===== src/rtl/parking_pkg.sv =====
// -----------------------------------------------------------------------------
// parking_pkg
//   Shared widths and the FSM state type for the toll-exit fee scheduler.
//   TIME_W : width of entry/exit timestamps
//   ID_W   : width of a vehicle ID
//   FEE_W  : width of a computed fee
//   state_e: scheduler FSM states (IDLE, ISSUE, WAIT, RESPOND)
// -----------------------------------------------------------------------------
package parking_pkg;
   localparam int TIME_W = 32;
   localparam int ID_W   = 8;
   localparam int FEE_W  = 8;

   typedef enum logic [1:0] {
      IDLE    = 2'd0,
      ISSUE   = 2'd1,
      WAIT    = 2'd2,
      RESPOND = 2'd3
   } state_e;
endpackage


===== src/rtl/rr_arbiter.sv =====
// -----------------------------------------------------------------------------
// rr_arbiter
//   Combinational round-robin pick among NUM_LANES requesters. The search
//   starts at last_grant+1 (wrapping), so last_grant itself has lowest priority.
//   Ports:
//     req         in  NUM_LANES  request vector
//     last_grant  in  IDX_W      index granted most recently
//     grant_valid out 1          at least one request present
//     grant_idx   out IDX_W      selected lane (last_grant when none)
// -----------------------------------------------------------------------------
module rr_arbiter #(
   parameter  int NUM_LANES = 4,
   localparam int IDX_W     = $clog2(NUM_LANES)
) (
   input  logic [NUM_LANES-1:0] req,
   input  logic [IDX_W-1:0]     last_grant,
   output logic                 grant_valid,
   output logic [IDX_W-1:0]     grant_idx
);

   always_comb begin
      int cand;
      grant_valid = 1'b0;
      grant_idx   = last_grant;
      cand        = 0;
      // Walk from the farthest candidate to the nearest; the last hit
      // written is the nearest requester after last_grant.
      for (int k = NUM_LANES; k >= 1; k--) begin
         cand = int'(last_grant) + k;
         if (cand >= NUM_LANES) cand = cand - NUM_LANES;
         if (req[IDX_W'(cand)]) begin
            grant_valid = 1'b1;
            grant_idx   = IDX_W'(cand);
         end
      end
   end

endmodule


===== src/rtl/fee_lane_scheduler.sv =====
// -----------------------------------------------------------------------------
// fee_lane_scheduler
//   Shares one fee calculator between NUM_LANES exit lanes. A lane is picked
//   round-robin, its operands are latched and presented to the calculator, the
//   result is waited for (with timeout) and returned to the lane as a one-cycle
//   done (or error) pulse.
//   Ports:
//     clk, reset                 clock, async active-high reset
//     lane_req[N]                level request per lane
//     lane_entry_time/exit_time  packed 32-bit timestamps per lane
//     lane_vehicle_id            packed 8-bit IDs per lane
//     lane_done/lane_error[N]    one-hot completion pulses
//     lane_fee                   fee for the last completion (0 on error)
//     calc_start                 one-cycle start pulse to the calculator
//     calc_entry_time/exit_time/vehicle_id  latched operands
//     calc_fee_amount/valid      calculator result
//     busy                       high whenever not IDLE
//     active_lane                lane being served
// -----------------------------------------------------------------------------
module fee_lane_scheduler
   import parking_pkg::*;
#(
   parameter  int NUM_LANES      = 4,
   parameter  int TIMEOUT_CYCLES = 64,
   localparam int LANE_W         = $clog2(NUM_LANES)
) (
   input  logic                        clk,
   input  logic                        reset,
   input  logic [NUM_LANES-1:0]        lane_req,
   input  logic [TIME_W*NUM_LANES-1:0] lane_entry_time,
   input  logic [TIME_W*NUM_LANES-1:0] lane_exit_time,
   input  logic [ID_W*NUM_LANES-1:0]   lane_vehicle_id,
   output logic [NUM_LANES-1:0]        lane_done,
   output logic [NUM_LANES-1:0]        lane_error,
   output logic [FEE_W-1:0]            lane_fee,
   output logic                        calc_start,
   output logic [TIME_W-1:0]           calc_entry_time,
   output logic [TIME_W-1:0]           calc_exit_time,
   output logic [ID_W-1:0]             calc_vehicle_id,
   input  logic [FEE_W-1:0]            calc_fee_amount,
   input  logic                        calc_fee_valid,
   output logic                        busy,
   output logic [LANE_W-1:0]           active_lane
);

   localparam int                   CNT_W    = $clog2(TIMEOUT_CYCLES + 1);
   localparam logic [CNT_W-1:0]     CNT_LAST = CNT_W'(TIMEOUT_CYCLES - 1);
   localparam logic [NUM_LANES-1:0] LANE0    = NUM_LANES'(1);

   state_e            state_q, state_d;
   logic [LANE_W-1:0] last_grant_q, last_grant_d;
   logic [LANE_W-1:0] active_lane_q, active_lane_d;
   logic [TIME_W-1:0] entry_q, entry_d;
   logic [TIME_W-1:0] exit_q, exit_d;
   logic [ID_W-1:0]   id_q, id_d;
   logic [FEE_W-1:0]  fee_q, fee_d;
   logic [CNT_W-1:0]  cnt_q, cnt_d;
   logic              armed_q, armed_d;
   logic              err_q, err_d;
   logic              mask_q, mask_d;

   logic [TIME_W-1:0] entry_arr [NUM_LANES];
   logic [TIME_W-1:0] exit_arr  [NUM_LANES];
   logic [ID_W-1:0]   id_arr    [NUM_LANES];

   for (genvar i = 0; i < NUM_LANES; i++) begin : g_unpack
      assign entry_arr[i] = lane_entry_time[i*TIME_W +: TIME_W];
      assign exit_arr[i]  = lane_exit_time[i*TIME_W +: TIME_W];
      assign id_arr[i]    = lane_vehicle_id[i*ID_W +: ID_W];
   end

   logic [NUM_LANES-1:0] mask_vec, req_eff, active_vec;
   logic                 grant_valid;
   logic [LANE_W-1:0]    grant_idx;

   // Right after a response the just-served lane is hidden for one IDLE
   // cycle, so a requester that drops req a cycle late is not served twice.
   assign mask_vec   = mask_q ? (LANE0 << last_grant_q) : '0;
   assign req_eff    = lane_req & ~mask_vec;
   assign active_vec = LANE0 << active_lane_q;

   rr_arbiter #(.NUM_LANES(NUM_LANES)) u_arb (
      .req         (req_eff),
      .last_grant  (last_grant_q),
      .grant_valid (grant_valid),
      .grant_idx   (grant_idx)
   );

   always_comb begin
      state_d       = state_q;
      last_grant_d  = last_grant_q;
      active_lane_d = active_lane_q;
      entry_d       = entry_q;
      exit_d        = exit_q;
      id_d          = id_q;
      fee_d         = fee_q;
      cnt_d         = cnt_q;
      armed_d       = armed_q;
      err_d         = err_q;
      mask_d        = mask_q;
      calc_start    = 1'b0;
      lane_done     = '0;
      lane_error    = '0;
      busy          = (state_q != IDLE);

      unique case (state_q)
         IDLE: begin
            mask_d = 1'b0;
            if (grant_valid) begin
               active_lane_d = grant_idx;
               entry_d       = entry_arr[grant_idx];
               exit_d        = exit_arr[grant_idx];
               id_d          = id_arr[grant_idx];
               state_d       = ISSUE;
            end
         end
         ISSUE: begin
            calc_start = 1'b1;
            armed_d    = 1'b0;
            cnt_d      = '0;
            err_d      = 1'b0;
            state_d    = WAIT;
         end
         WAIT: begin
            cnt_d = cnt_q + CNT_W'(1);
            // Arming on a low sample guarantees a valid still held high from
            // the previous operation is never mistaken for this result.
            if (armed_q && calc_fee_valid) begin
               fee_d   = calc_fee_amount;
               err_d   = 1'b0;
               state_d = RESPOND;
            end else if (cnt_q == CNT_LAST) begin
               fee_d   = '0;
               err_d   = 1'b1;
               state_d = RESPOND;
            end else if (!calc_fee_valid) begin
               armed_d = 1'b1;
            end
         end
         RESPOND: begin
            lane_done    = err_q ? '0 : active_vec;
            lane_error   = err_q ? active_vec : '0;
            last_grant_d = active_lane_q;
            mask_d       = 1'b1;
            state_d      = IDLE;
         end
         default: state_d = IDLE;
      endcase
   end

   always_ff @(posedge clk or posedge reset) begin
      if (reset) begin
         state_q       <= IDLE;
         last_grant_q  <= LANE_W'(NUM_LANES - 1);
         active_lane_q <= '0;
         entry_q       <= '0;
         exit_q        <= '0;
         id_q          <= '0;
         fee_q         <= '0;
         cnt_q         <= '0;
         armed_q       <= 1'b0;
         err_q         <= 1'b0;
         mask_q        <= 1'b0;
      end else begin
         state_q       <= state_d;
         last_grant_q  <= last_grant_d;
         active_lane_q <= active_lane_d;
         entry_q       <= entry_d;
         exit_q        <= exit_d;
         id_q          <= id_d;
         fee_q         <= fee_d;
         cnt_q         <= cnt_d;
         armed_q       <= armed_d;
         err_q         <= err_d;
         mask_q        <= mask_d;
      end
   end

   assign lane_fee        = fee_q;
   assign calc_entry_time = entry_q;
   assign calc_exit_time  = exit_q;
   assign calc_vehicle_id = id_q;
   assign active_lane     = active_lane_q;

endmodule


===== config.mk =====
export PLATFORM = sky130hd
export DESIGN_NAME = fee_lane_scheduler
export DESIGN_NICKNAME = d
export VERILOG_FILES = /design/src/rtl/parking_pkg.sv /design/src/rtl/rr_arbiter.sv /design/src/rtl/fee_lane_scheduler.sv
export SDC_FILE = /design/constraint.sdc
export NUM_CORES = 1
export LEC_CHECK = 0
export ABC_AREA = 1
export CORE_AREA = 2 2 153 155
export CTS_CLUSTER_SIZE = 25
export DETAILED_ROUTE_END_ITERATION = 10
export DIE_AREA = 0 0 155 157
export PLACE_DENSITY_LB_ADDON = 0.25
export SLEW_MARGIN = 20
export SYNTH_ARGS = -nofsm -noshare
export SYNTH_HDL_FRONTEND = slang
export SYNTH_SLANG_ARGS = --single-unit

===== constraint.sdc =====
create_clock -name clk -period 3.4 [get_ports clk]
set_input_delay 0.51 -clock clk [delete_from_list [all_inputs] [get_ports clk]]
set_output_delay 0.51 -clock clk [all_outputs]
set_load 0.02 [all_outputs]

==> results of run 1 <==
[cell type report]
| cell class | count | area [µm²] |
|---|---|---|
| fill | 2221 | 10900 |
| timing repair buffer | 408 | 4100 |
| multi-input combinational | 736 | 3520 |
| sequential | 96 | 2400 |
| inverter | 231 | 872 |
| tap | 285 | 357 |
| clock buffer | 9 | 225 |
| clock inverter | 7 | 73.8 |
| antenna | 2 | 5.00 |
[final timing paths]
| path | startpoint | to |
|---|---|---|
| max | last_grant_q[0] | calc_vehicle_id[6] |
| min | calc_entry_time[31] | calc_entry_time[31] |
| max reg2reg | last_grant_q[0] | calc_vehicle_id[6] |
| min reg2reg | calc_entry_time[31] | calc_entry_time[31] |
| max in group asynchronous | reset | last_grant_q[0] |
| min in group asynchronous | reset | calc_exit_time[20] |
[worst register-to-register path: cells and delay by family, from the launching register on]
kind / cells / cell delay [ns]
buffers and inverters: 3 / 1.02
and+or+nand+nor: 9 / 0.94
DFF: 1 / 0.67
adders and majority gates: 1 / 0.20
[state kept, by name (all words and copies together), names as in the netlist, 2 cells and up]
signal and flops:
active_lane 2, calc_entry_time 32, calc_exit_time 32, calc_vehicle_id 8, cnt_q 7, lane_fee 8, last_grant_q 2, state_q 2
[logic make-up after synthesis]
family,count (synthesis),synth area share [%]
AO/OA/AOI/OAI,61,5.97
adder cells (fa/ha/maj),9,1.59
flip-flops,96,33.9
AND/OR/NAND/NOR,665,41.4
buffers and inverters,296,17.0
XOR/XNOR,1,0.123
[metal layers]
metal | track usage, % | wire length, µm | share of wire, % | vias to the layer above
met5 | 0 | 13 | 0.049 | -
met2 | 35.7 | 12800 | 48 | 337
met1 | 26.1 | 11100 | 42 | 3619
li1 | - | - | - | 4179
met4 | 6.92 | 605 | 2.3 | 2
met3 | 5.84 | 2220 | 8.3 | 37
[through the flow]
stage | util [%] | worst slack [ns] | hold WS [ns] | power, mW
6_report | 51.3 | 0.508 | 0.486 | 11.5
5_1_grt | 51.3 | 0.282 | 0.501 | 12.6
4_1_cts | 51.3 | 0.524 | 0.488 | 11.7
3_5_place_dp | 50.0 | 0.517 | 0.464 | 10.6
3_3_place_gp | 50.0 | 0.583 | 0.462 | 10.5
2_1_floorplan | - | 0.388 | 0.469 | 7.75
[synth_stat cells (2+ instances only)]
cell type and n:
sky130_fd_sc_hd__o211ai_1 42, sky130_fd_sc_hd__nand3_1 227, sky130_fd_sc_hd__nor3b_1 2, sky130_fd_sc_hd__inv_2 2
sky130_fd_sc_hd__o21ai_0 10, sky130_fd_sc_hd__buf_4 8, sky130_fd_sc_hd__ha_1 9, sky130_fd_sc_hd__dfrtp_1 94
sky130_fd_sc_hd__nand2_1 364, sky130_fd_sc_hd__dfstp_2 2, sky130_fd_sc_hd__clkbuf_1 12, sky130_fd_sc_hd__or2_2 8
sky130_fd_sc_hd__nor3_1 3, sky130_fd_sc_hd__nor2_1 19, sky130_fd_sc_hd__nand2_2 2, sky130_fd_sc_hd__buf_2 40
sky130_fd_sc_hd__nor2_4 2, sky130_fd_sc_hd__buf_6 2, sky130_fd_sc_hd__buf_1 3, sky130_fd_sc_hd__inv_1 228
sky130_fd_sc_hd__a21oi_1 4, sky130_fd_sc_hd__or2_1 32, sky130_fd_sc_hd__nand3_2 3
[power by group]
group | leakage (nW) | total (mW) | internal (mW) | switching [mW]
sequential | 1.19 | 2.09 | 1.73 | 0.359
combinational | 4.48 | 8.38 | 3.16 | 5.23
clock | 0.147 | 1.04 | 0.522 | 0.521
==> results, run 1 <==
- Entering global routing, the biggest net connects 64 pins.
- The first global-routing pass estimated ~40 mm of wire.
- Counting I/O delays and the setup requirement, the final critical path takes between 2 and 3 ns.
- Clock latency on the worst-skew pair, taken at its later pin, is 0.36 ns.
- When the netlist entered floorplanning its net count stood at approximately 1400.
- Adding up every negative setup slack in the final design gives 0 ns.
- The detailed-placement wirelength estimate is 20.0 mm.
- The number of max-capacitance violations reported is 0.
- The arrival time at the worst endpoint is between 3 and 4 ns.
- Sorting the synthesized cells by area gives the leading types as sky130_fd_sc_hd__dfrtp_1 (33%), sky130_fd_sc_hd__nand2_1 (19%), sky130_fd_sc_hd__nand3_1 (16%).
- The cell that appears most often on the critical path is sky130_fd_sc_hd__nand2_1.
- The area share of the largest cell type after synthesis is between 30% and 40%.
- The number of global-route vias before repair is between 7000 and 8000.
- The register-to-register path setup slack is a little over 0.5 ns.
- In the final routed layout, each cell accounts on average for approximately 15 µm.
- In the synthesized netlist the dominant register cell turns out to be sky130_fd_sc_hd__dfrtp_1.
- After synthesis, the share of flip-flops with an asynchronous set or reset is 100%.
- The share of cells above drive strength 1 is approximately 3.8%.
- The normalized max-slew margin is 32.3%.
- The clock passes through at most 2 buffers.
- The critical path goes through inv_4, ha_1, nand2_1, nand3_1, nand2_1, nand2_1, inv_2, nor2_4, nand3_2, nand2_4, inv_1, nand2_1, nand2_1.
- The number of max-slew violations in the final report is 0.
- The congestion estimate from routability-driven global placement came to about 0.89.
- The cell area power density is 997 nW/µm².
- The count of unique library cells instantiated by Yosys is 33.
- The detailed router placed slightly above 8000 vias in this run.
- The placed standard-cell area is about 11000 µm².
- The classification of the worst setup path is flip-flop to flip-flop.
- With fillers left out, the area of the finished cells amounts to 11600 µm².
- The clock slew at the register clock pins of the worst setup and hold paths is approximately 0.08 ns.
- The launching element type of the critical path is a flip-flop.
- The CTS buffer count is 9.
- In this run the worst path has a maximum fanout of 32.
- The slowest stage of the critical path belongs to the cell sky130_fd_sc_hd__inv_1.
- The instance count along the most critical hold path is 2.
- The number of hold violations in the final report was 0.
- The most area-hungry cell type in the Yosys netlist is sky130_fd_sc_hd__dfrtp_1.
- Pin placement for this block handled approximately 400 I/O pins.
- Counting cells, the worst reg-to-reg path comes to 13.
- Timing would allow up to ~0.35 GHz.
- In this run the vertical extent of the chip is 157 µm.
- Global routing used 21.1% of the available tracks.
- The synthesized design contains 0 enable-type register cells.
- The wire length after detailed routing is approximately 27 mm.
- The detailed router finished its first iteration with between 400 and 500 violations.
- The run finished with clean final reports.
- The count of TritonRoute iterations in the first routing pass is 4.
- The critical path crosses 13 cells after its start point.
- The count of antenna-violating nets left after detailed routing is 0.
- The post-route clock skew is 0.0103 ns.
- The worst vdd rail ir drop is 0.974 mV.
- In the synthesized netlist, the number of instances is roughly 1100.
- For this run, the post-layout net count is between 1500 and 2000.
- The die is between 150 and 200 µm wide.
- After floorplanning, the core was divided into 55 placement rows.
- For this run, the number of standard cells in the final layout without fillers is 1774.
- At the pin with the least slew margin, the transition time is roughly 1 ns.
- For this design, the CTS-stage hold fixing added 0 buffers.
- In the layout the commonest cells are sky130_fd_sc_hd__clkdlybuf4s50_1 (394), sky130_fd_sc_hd__nand2_1 (364), sky130_fd_sc_hd__nand3_1 (227), sky130_fd_sc_hd__inv_1 (227), sky130_fd_sc_hd__dfrtp_1 (94).
- The post-cts repair resize count is 0.
- Compared with the post-synthesis result, the final layout area differs by 62.7%.
- For the worst setup path, the data required time is approximately 3.7 ns.
- The H-tree was split into 3 levels.
- The leading cell type in the layout, fill and taps excluded is sky130_fd_sc_hd__clkdlybuf4s50_1.
- Summing the sequential cell areas from Yosys gives 33.9% of the chip area.
- The final setup violation count is 0.
- For this run the aggregate overflow at the end of global routing stands at 0.
- The sink count of the clock tree is 96.
- The type of destination of the critical path is a flip-flop.
- The area of the core region is 22500 µm².
- Averaged over all synthesized cells, the footprint is 6.30 µm².
- In this run the static leakage power is between 5 and 6 nW.
- The largest stage delay on the critical path is between 0.8 and 0.9 ns.
- The kind of cell with the highest combined delay on the critical path is buffers and inverters.
- Dividing the detail-routed via count by the number of cells gives ~4.6.
- Setup repair after global routing left no endpoint under its margin.
- The detailed-route DRC error count is 0.
- The synthesized cell area is roughly 7100 µm².
- The number of antenna violations at the first check in global routing is 1.
- Buffers added to address setup during post-CTS repair amount to 0.
- The number of placed instances, taps included, is around 1800.
- The clock root buffer is sky130_fd_sc_hd__clkbuf_16.
- The clock tree from TritonCTS is yes.
- The initial cell density of the core is a little under a third.
- The portion of the clock cycle consumed by the worst path in the final layout is a little under nine tenths.
- The worst min-delay path category is flip-flop to flip-flop.
- The die covers about 24000 µm².
- The number of synthesized register bits is 96.
- Input and output buffers added on the ports amount to between 300 and 400.
- The yosys synthesis warning count is 0.
- The buffer and inverter count on the worst path is 3.
Note: power is estimated with default switching activity, not from simulation.
==> run 2: changes to the inputs <==
- SETUP_SLACK_MARGIN: default -> 0.2
==> results of run 2 <==
Same layout as run 1: the final DEF is identical, and so are final timing and power.
